--- src/rtl/sfifo_pkg.sv ---
// Shared constants and width helpers for the flexible synchronous FIFO.
// Latency: n/a (compile-time definitions only).
// Backpressure: n/a.
package sfifo_pkg;

  // Read-data presentation modes.
  localparam int FWFT_REG  = 0;  // rdata registered on an accepted read
  localparam int FWFT_FALL = 1;  // head entry always visible on rdata

  // Address bits needed to index DEPTH entries.
  function automatic int addr_width(input int depth);
    return $clog2(depth);
  endfunction

  // Pointer/count width: address bits plus one wrap bit, so count can reach DEPTH.
  function automatic int cnt_width(input int depth);
    return $clog2(depth) + 1;
  endfunction

endpackage

--- src/rtl/sfifo_flex_if.sv ---
// Bundle of FIFO request, data and status signals.
// Latency: n/a (wiring only).
// Backpressure: the master must watch wfull/rempty; rejected requests are flagged.
interface sfifo_flex_if #(
  parameter int WIDTH = 8,
  parameter int DEPTH = 16
);
  import sfifo_pkg::*;

  localparam int CW = cnt_width(DEPTH);

  logic             winc;
  logic [WIDTH-1:0] wdata;
  logic             rinc;
  logic [WIDTH-1:0] rdata;
  logic             wfull;
  logic             rempty;
  logic             almost_full;
  logic             almost_empty;
  logic [CW-1:0]    count;
  logic             overflow;
  logic             underflow;

  modport master (
    output winc, wdata, rinc,
    input  rdata, wfull, rempty, almost_full, almost_empty, count, overflow, underflow
  );

  modport slave (
    input  winc, wdata, rinc,
    output rdata, wfull, rempty, almost_full, almost_empty, count, overflow, underflow
  );

endinterface

--- src/rtl/sfifo_flex_ram.sv ---
// WIDTH x DEPTH register array: one synchronous write port, one async read port.
// Latency: write visible to the read port the cycle after the write edge.
// Backpressure: none; the controller decides when writes are legal.
module sfifo_flex_ram #(
  parameter int WIDTH = 8,
  parameter int DEPTH = 16,
  parameter int AW    = 4
) (
  input  logic             clk,
  input  logic             we_i,
  input  logic [AW-1:0]    waddr_i,
  input  logic [WIDTH-1:0] wdata_i,
  input  logic [AW-1:0]    raddr_i,
  output logic [WIDTH-1:0] rdata_o
);

  logic [WIDTH-1:0] mem_q [DEPTH];

  // Storage is deliberately not reset; stale contents are never exposed as valid.
  always_ff @(posedge clk) begin
    if (we_i) begin
      mem_q[waddr_i] <= wdata_i;
    end
  end

  assign rdata_o = mem_q[raddr_i];

endmodule

--- src/rtl/sfifo_flex.sv ---
// Synchronous FIFO with selectable registered or fall-through read and level flags.
// Latency: FWFT=0 read data 1 cycle after rinc; FWFT=1 written word visible 1 cycle after write.
// Backpressure: writes rejected when full (unless a read frees space that cycle), reads when empty; each pulses overflow/underflow.
module sfifo_flex
  import sfifo_pkg::*;
#(
  parameter int WIDTH    = 8,
  parameter int DEPTH    = 16,
  parameter int AF_LEVEL = DEPTH - 2,
  parameter int AE_LEVEL = 2,
  parameter int FWFT     = FWFT_REG
) (
  input  logic        clk,
  input  logic        rst,
  sfifo_flex_if.slave bus
);

  localparam int AW = addr_width(DEPTH);
  localparam int CW = cnt_width(DEPTH);

  logic [CW-1:0]    wptr_q, wptr_d;
  logic [CW-1:0]    rptr_q, rptr_d;
  logic [CW-1:0]    count_q, count_d;
  logic             ovf_q, ovf_d;
  logic             udf_q, udf_d;
  logic [WIDTH-1:0] rdata_q, rdata_d;
  logic [WIDTH-1:0] head_dat;
  logic             rd_acc, wr_acc;
  logic             full, empty;

  // Flags decode only the registered count, so they never glitch.
  assign full  = (count_q == CW'(DEPTH));
  assign empty = (count_q == '0);

  sfifo_flex_ram #(
    .WIDTH (WIDTH),
    .DEPTH (DEPTH),
    .AW    (AW)
  ) u_ram (
    .clk     (clk),
    .we_i    (wr_acc),
    .waddr_i (wptr_q[AW-1:0]),
    .wdata_i (bus.wdata),
    .raddr_i (rptr_q[AW-1:0]),
    .rdata_o (head_dat)
  );

  // Request acceptance and next-state for pointers, count, pulses and read register.
  always_comb begin
    rd_acc  = bus.rinc & ~empty;
    // A full FIFO still takes a write when the same-cycle read frees a slot.
    wr_acc  = bus.winc & (~full | rd_acc);
    wptr_d  = wptr_q;
    rptr_d  = rptr_q;
    count_d = count_q;
    rdata_d = rdata_q;
    ovf_d   = bus.winc & ~wr_acc;
    udf_d   = bus.rinc & ~rd_acc;
    if (wr_acc) begin
      wptr_d = wptr_q + CW'(1);
    end
    if (rd_acc) begin
      rptr_d = rptr_q + CW'(1);
      if (FWFT == FWFT_REG) begin
        rdata_d = head_dat;
      end
    end
    case ({wr_acc, rd_acc})
      2'b10:   count_d = count_q + CW'(1);
      2'b01:   count_d = count_q - CW'(1);
      default: count_d = count_q;
    endcase
  end

  // State registers; reset wins over any request in the same cycle.
  always_ff @(posedge clk) begin
    if (rst) begin
      wptr_q  <= '0;
      rptr_q  <= '0;
      count_q <= '0;
      ovf_q   <= 1'b0;
      udf_q   <= 1'b0;
      rdata_q <= '0;
    end else begin
      wptr_q  <= wptr_d;
      rptr_q  <= rptr_d;
      count_q <= count_d;
      ovf_q   <= ovf_d;
      udf_q   <= udf_d;
      rdata_q <= rdata_d;
    end
  end

  // In fall-through mode the head is shown directly; zero while empty keeps reset output clean.
  assign bus.rdata        = (FWFT == FWFT_FALL) ? (empty ? '0 : head_dat) : rdata_q;
  assign bus.wfull        = full;
  assign bus.rempty       = empty;
  assign bus.almost_full  = (count_q >= CW'(AF_LEVEL));
  assign bus.almost_empty = (count_q <= CW'(AE_LEVEL));
  assign bus.count        = count_q;
  assign bus.overflow     = ovf_q;
  assign bus.underflow    = udf_q;

endmodule
--- src/flat_wrapper.sv ---
// flat-port wrapper written by rule: the top's interface ports become plain ports
module sfifo_flex_flat import sfifo_pkg::*;
#(
  parameter int WIDTH    = 8,
  parameter int DEPTH    = 16,
  parameter int AF_LEVEL = DEPTH - 2,
  parameter int AE_LEVEL = 2,
  parameter int FWFT     = FWFT_REG
)
  (clk, rst, bus_winc, bus_wdata, bus_rinc, bus_rdata, bus_wfull, bus_rempty, bus_almost_full, bus_almost_empty, bus_count, bus_overflow, bus_underflow);
  sfifo_flex_if #(.WIDTH(WIDTH), .DEPTH(DEPTH)) bus_i ();
  input  logic clk;
  input  logic rst;
  input wire logic [$bits(bus_i.winc)-1:0] bus_winc;
  input wire logic [$bits(bus_i.wdata)-1:0] bus_wdata;
  input wire logic [$bits(bus_i.rinc)-1:0] bus_rinc;
  output wire logic [$bits(bus_i.rdata)-1:0] bus_rdata;
  output wire logic [$bits(bus_i.wfull)-1:0] bus_wfull;
  output wire logic [$bits(bus_i.rempty)-1:0] bus_rempty;
  output wire logic [$bits(bus_i.almost_full)-1:0] bus_almost_full;
  output wire logic [$bits(bus_i.almost_empty)-1:0] bus_almost_empty;
  output wire logic [$bits(bus_i.count)-1:0] bus_count;
  output wire logic [$bits(bus_i.overflow)-1:0] bus_overflow;
  output wire logic [$bits(bus_i.underflow)-1:0] bus_underflow;
  assign bus_i.winc = bus_winc;
  assign bus_i.wdata = bus_wdata;
  assign bus_i.rinc = bus_rinc;
  assign bus_rdata = bus_i.rdata;
  assign bus_wfull = bus_i.wfull;
  assign bus_rempty = bus_i.rempty;
  assign bus_almost_full = bus_i.almost_full;
  assign bus_almost_empty = bus_i.almost_empty;
  assign bus_count = bus_i.count;
  assign bus_overflow = bus_i.overflow;
  assign bus_underflow = bus_i.underflow;
  sfifo_flex #(.WIDTH(WIDTH), .DEPTH(DEPTH), .AF_LEVEL(AF_LEVEL), .AE_LEVEL(AE_LEVEL), .FWFT(FWFT)) u_core (.clk(clk), .rst(rst), .bus(bus_i));
endmodule
--- config.mk ---
export PLATFORM = sky130hd
export DESIGN_NAME = sfifo_flex_flat
export DESIGN_NICKNAME = d
export VERILOG_FILES = /design/src/rtl/sfifo_pkg.sv /design/src/rtl/sfifo_flex_if.sv /design/src/rtl/sfifo_flex_ram.sv /design/src/rtl/sfifo_flex.sv /design/src/flat_wrapper.sv
export SDC_FILE = /design/constraint.sdc
export NUM_CORES = 1
export LEC_CHECK = 0
export ABC_AREA = 0
export ABC_CLOCK_PERIOD_IN_PS = 3500
export CAP_MARGIN = 20
export CORE_ASPECT_RATIO = 1.5
export CORE_UTILIZATION = 55
export DETAILED_ROUTE_END_ITERATION = 12
export PLACE_DENSITY = 0.8
export RECOVER_POWER = 25
export SYNTH_ARGS = -nofsm -noshare
export SYNTH_HDL_FRONTEND = slang
export SYNTH_HIERARCHICAL = 1
export SYNTH_SLANG_ARGS = --single-unit
--- constraint.sdc ---
create_clock -name clk -period 3.5 [get_ports clk]
set_input_delay 0.7 -clock clk [delete_from_list [all_inputs] [get_ports clk]]
set_output_delay 0.7 -clock clk [all_outputs]
set_load 0.02 [all_outputs]
# Word level (Yosys, flattened, before mapping)
# Memories as Yosys holds them, arrays and structs flattened. A register that Yosys moved wholly into a read port is not among the register bits.
# Cells that the tools add are included.
[totals] reg_bits=17 ram_bits=128 output_inout_bits=19 wordCells=29 mem_count=1
[op_classes] addsub=4 magnitude_cmp=2 eq_ne=3 muxes=3 bitwise=9 reduce_logical=2
[mem_list] name="u_core.u_ram.mem_q" words=16 word_bits=8 read_ports=1 rd_ports_with_merged_regs=1 wr=1 line="sfifo_flex_ram.sv:17" rtl="logic [WIDTH-1:0] mem_q [DEPTH];"
[ops] operator="5-bit by 1-bit adder with 5-bit output, second input constant" n=3
[ops] operator="5-bit case mux with 2 select lines" n=1
[ops] operator="5-bit == test, second input constant" n=1
[ops] operator="5-bit by 4-bit greater-or-equal comparator with 1-bit output, second input constant" n=1
[ops] operator="5-bit by 2-bit less-or-equal comparator with 1-bit output, second input constant" n=1
[ops] operator="5-bit zero test" n=1
[ops] operator="5-bit by 1-bit subtractor with 5-bit output, second input constant" n=1
[ops] operator="1-bit bitwise AND" n=4
[ops] operator="1-bit inverter" n=4
[ops] operator="2-bit by 1-bit == test with 1-bit output, second input constant" n=1
[ops] operator="2-bit == test, second input constant" n=1
[ops] operator="1-bit two-way mux" n=2
[ops] operator="2-bit nonzero test" n=1
[ops] operator="1-bit OR" n=1

# Longest topological paths before layout
[logic_depth] ltp_word=7 depth_mapped=9 mapped_depth_nobuf=8

# By module
# Netlist, hierarchy kept.
[by_module_without_submodules] module="sfifo_flex_ram" n_inst=1 cells_per_inst=221 area_per_inst_um2=4987.3 seq_area_each_um2=3843.7
[by_module_without_submodules] module="sfifo_flex" n_inst=1 cells_per_inst=133 area_per_inst_um2=1174.9 seq_area_each_um2=460.4

# Least setup slack after synthesis
# OpenSTA, ideal clock, no wires.
[synth_path] path_type="input to register" startpoint="in bus_rinc" endpoint="mem u_core.u_ram.mem_q[0][0], enable pin" arrival_ns=2.304 t_required_ns=3.117 path_slack_ns=0.812 stages=5 path_cell_list="clkbuf_1 o31ai_4 inv_1 or3b_2 nor3_1"
[synth_between] elab_chain_len=5
[synth_rtl] item="start: declaration" line="flat_wrapper.sv:16" rtl="input wire logic [$bits(bus_i.rinc)-1:0] bus_rinc;"
[synth_rtl] item="1-bit bitwise AND" line="sfifo_flex.sv:50" rtl="rd_acc = bus.rinc & ~empty;"
[synth_rtl] item="1-bit OR" line="sfifo_flex.sv:52" rtl="wr_acc = bus.winc & (~full | rd_acc);"
[synth_rtl] item="1-bit bitwise AND" line="sfifo_flex.sv:52"
[synth_rtl] item="via u_core.wr_acc" line="sfifo_flex.sv:28" rtl="logic rd_acc, wr_acc;"
[synth_rtl] item="1-bit two-way mux" line="sfifo_flex_ram.sv:21" rtl="if (we_i) begin"
[synth_rtl] item="1-bit two-way mux (implied by the code)" line="sfifo_flex_ram.sv:22" rtl="mem_q[waddr_i] <= wdata_i;"
[synth_rtl] item="end: declaration" line="sfifo_flex_ram.sv:17"
# The timed path passes the listed nets, and every way through them passes these cells.

# Worst setup path after layout
[layout_path] startpoint="reg u_core.count_q[2] (netlist: u_core/bus.count[2])" endpoint="out bus_rempty"
[layout_between] elab_chain_len=1
[layout_rtl] item="start: declaration" line="sfifo_flex.sv:23" rtl="logic [CW-1:0] count_q, count_d;"
[layout_rtl] item="start signal: assignment" line="sfifo_flex.sv:87" rtl="count_q <= count_d;"
[layout_rtl] item="5-bit zero test" line="sfifo_flex.sv:33" rtl="assign empty = (count_q == '0);"
[layout_rtl] item="end: declaration" line="flat_wrapper.sv:19" rtl="output wire logic [$bits(bus_i.rempty)-1:0] bus_rempty;"
# Every way passes these cells.

==> metrics.txt <==
status=finished, final reports clean; post-synth cell types=50; syn nets=about 370; fraction of layout cells with a size suffix above 1=between 10% and 20%; DR iter-0 viols=221; Tot GR Track Use=between 20 and 25%; hpwl dp=7.82 mm; most common cell in the netlist=edfxtp_1; P per Cell Area=between 700 and 800 nW/um^2; via count=3,392; top-area cell type share of the netlist area=62.4%; Most used DFF post-synth=edfxtp_1; clock net sink count=approximately 150; DRC Markers=0; Overflow after GRT=0; Post-CTS Setup Repair Bufs=0; CTS max path bufs=2; commonest cells in the netlist=128 x edfxtp_1, 29 x nand2_1, 23 x dfxtp_1, 23 x nor2_1, 18 x mux4_2; worst hold margin=between 0.4 and 0.5 ns; IO Port Bufs=30; CTS resizes=0; EDFF count, synth=128; ys async rst share=0%; Max-slew headroom=42.5%; top cells by area, synth=edfxtp_1 62%, dfxtp_1 7.5%, mux4_2 6.6%; standard-cell rows=47; YS warnings=6; first-pass GRT wire length=approximately 18 mm; Setup CP Type=reg -> out; area leader, netlist=edfxtp_1; clock latency on the worst-skew pair=about 0.42 ns; DRT Pass-1 Iters=4; Netlist Area Pre-Place=around 6000 sq um; layout net count=427; Hold Buf Count CTS=0; final hold violation count=0; io pins=31; fin crit period=3.06 ns; CP arrival=2.36 ns; die area=11,600 sq um; Die X=88.4 microns; Max Cap Viol=0; largest net degree at the start of global routing=36; Avg WL per Cell=between 20 and 25 microns; clk_skew=0.00654 ns; Synth Area per Inst=17.4 sq um; Final Setup Violations=0; fin. max-slew vios=0; Syn Inst Count=354; Core ar.=11,000 sq um; initial core utilization=a little under three fifths; CTS tree=yes; clock slew at reported path FFs=0.06 ns; worst-margin pin slew=about 0.86 ns; post-route ant nets=0; number of global-route vias before repair=3,407; P&R area growth vs syn=18.2%; Setup TNS=0 ns; leak pwr=2.44 nW; fin area=7280 sq um; dpl cell area=~6700 sq um; H-Tree Depth=4; Crit path required time=about 2.8 ns; Detailed Route WL=11.8 mm; Final Wtd Congestion=around 0.77; vias per cell=about 6; maximum vdd ir drop=0.000383 V; CTS Buf Count=17; initial antenna violation count=0; die height=132 microns; RSZ-0062 raised after global routing=no; total power=0.00521 W; number of antenna repair diodes=0; Hold Crit Class=reg -> reg; crit share post-route=87.4%; CP endpoint kind=output pin; Critical Path Fanout Max=9; post-synthesis sequential area ratio=about 70%; Fmax=0.327 GHz; crit path launch type=register; number of synthesized register bits=151; Clock Tree Root=clkbuf_16
## kinds of logic after synthesis
| logic type | count (synthesis) | synth area share, % |
|---|---|---|
| DFF | 151 | 69.8 |
| and+or+nand+nor | 87 | 6.98 |
| AOI/OAI and AO/OA | 50 | 5.75 |
| muxes | 35 | 13.1 |
| buffers and inverters | 18 | 2.03 |
| xor gates and xnor gates | 7 | 0.995 |
| adders and majority gates | 6 | 1.34 |
## path summary, 6_finish.rpt
path / startpoint / end / slack [ns] / cells after the start
max: u_core/bus.count[2]$_SDFFE_PP0P_ / bus_rempty / 0.44 / 3
min: u_core/bus.rdata[5]$_SDFFE_PP0P_ / u_core/bus.rdata[5]$_SDFFE_PP0P_ / 0.45 / 2
max reg2reg: u_core/bus.count[2]$_SDFFE_PP0P_ / u_core/bus.count[4]$_SDFFE_PP0P_ / 0.56 / 8
min reg2reg: u_core/bus.rdata[5]$_SDFFE_PP0P_ / u_core/bus.rdata[5]$_SDFFE_PP0P_ / 0.45 / 2
## area by class of cell
class	count	area, sq um
sequential	151	4310
multi-input combinational	185	1730
fill	749	3710
timing repair buffer	51	458
tap	147	184
inverter	3	11.3
clock inverter	7	65.1
clock buffer	25	528
## power by group
| group | leakage, nW | switching [W] | internal [W] |
|---|---|---|---|
| clock network | 0.298 | 0.000654 | 0.00112 |
| logic | 0.794 | 0.000655 | 0.000602 |
| registers | 1.34 | 0.000128 | 0.00205 |
## routing by layer
metal	vias to the layer above	GRT usage, %	part of all wire (%)
li1	1532	-	-
met1	1723	25.2	38
met2	105	37.6	55
met3	32	5.90	4.4
met4	0	12.0	3.0
met5	-	0	0
## per-stage QoR
step / worst slack, ns / instances / util (%)
floorplan: 0.812 / 354 / -
finish: 0.442 / 569 / 66.2
global placement: 0.540 / 537 / 60.8
CTS: 0.416 / 569 / 66.2
global route: 0.355 / 569 / 66.2
detailed placement: 0.493 / 537 / 60.8
## critical path: stages (launching register included)
cell and delay [ns]:
dfxtp_1 0.38, or4_1 0.77, nor2_1 0.17, clkdlybuf4s50_1 0.62
## registers in the layout, indices dropped and copies added, names as in the netlist
name	count
u_core/bus.rdata	8
u_core/rptr_q	4
u_core/bus.count	5
u_core/u_ram/mem_q	128
u_core/bus.overflow	1
u_core/wptr_q	4
u_core/bus.underflow	1
## layout by cell type (no fill, tap or decap), drive strengths merged, types with 2 or more instances in the layout
cell and count:
o211ai 2, xnor2 3, mux4 32, clkdlybuf4s50 24
mux2i 2, nand3 5, a21oi 17, clkbuf 25
a22oi 16, buf 21, nor3 8, nor4 2
nor2 23, dfxtp 23, edfxtp 128, nand3b 3
clkinv 5, xor2 4, nor2b 5, nand2b 4
a2111oi 2, inv 4, dlygate4sd3 6, ha 5
o21ai 5, nand2 29
Note: power is estimated with default switching activity, not from simulation.
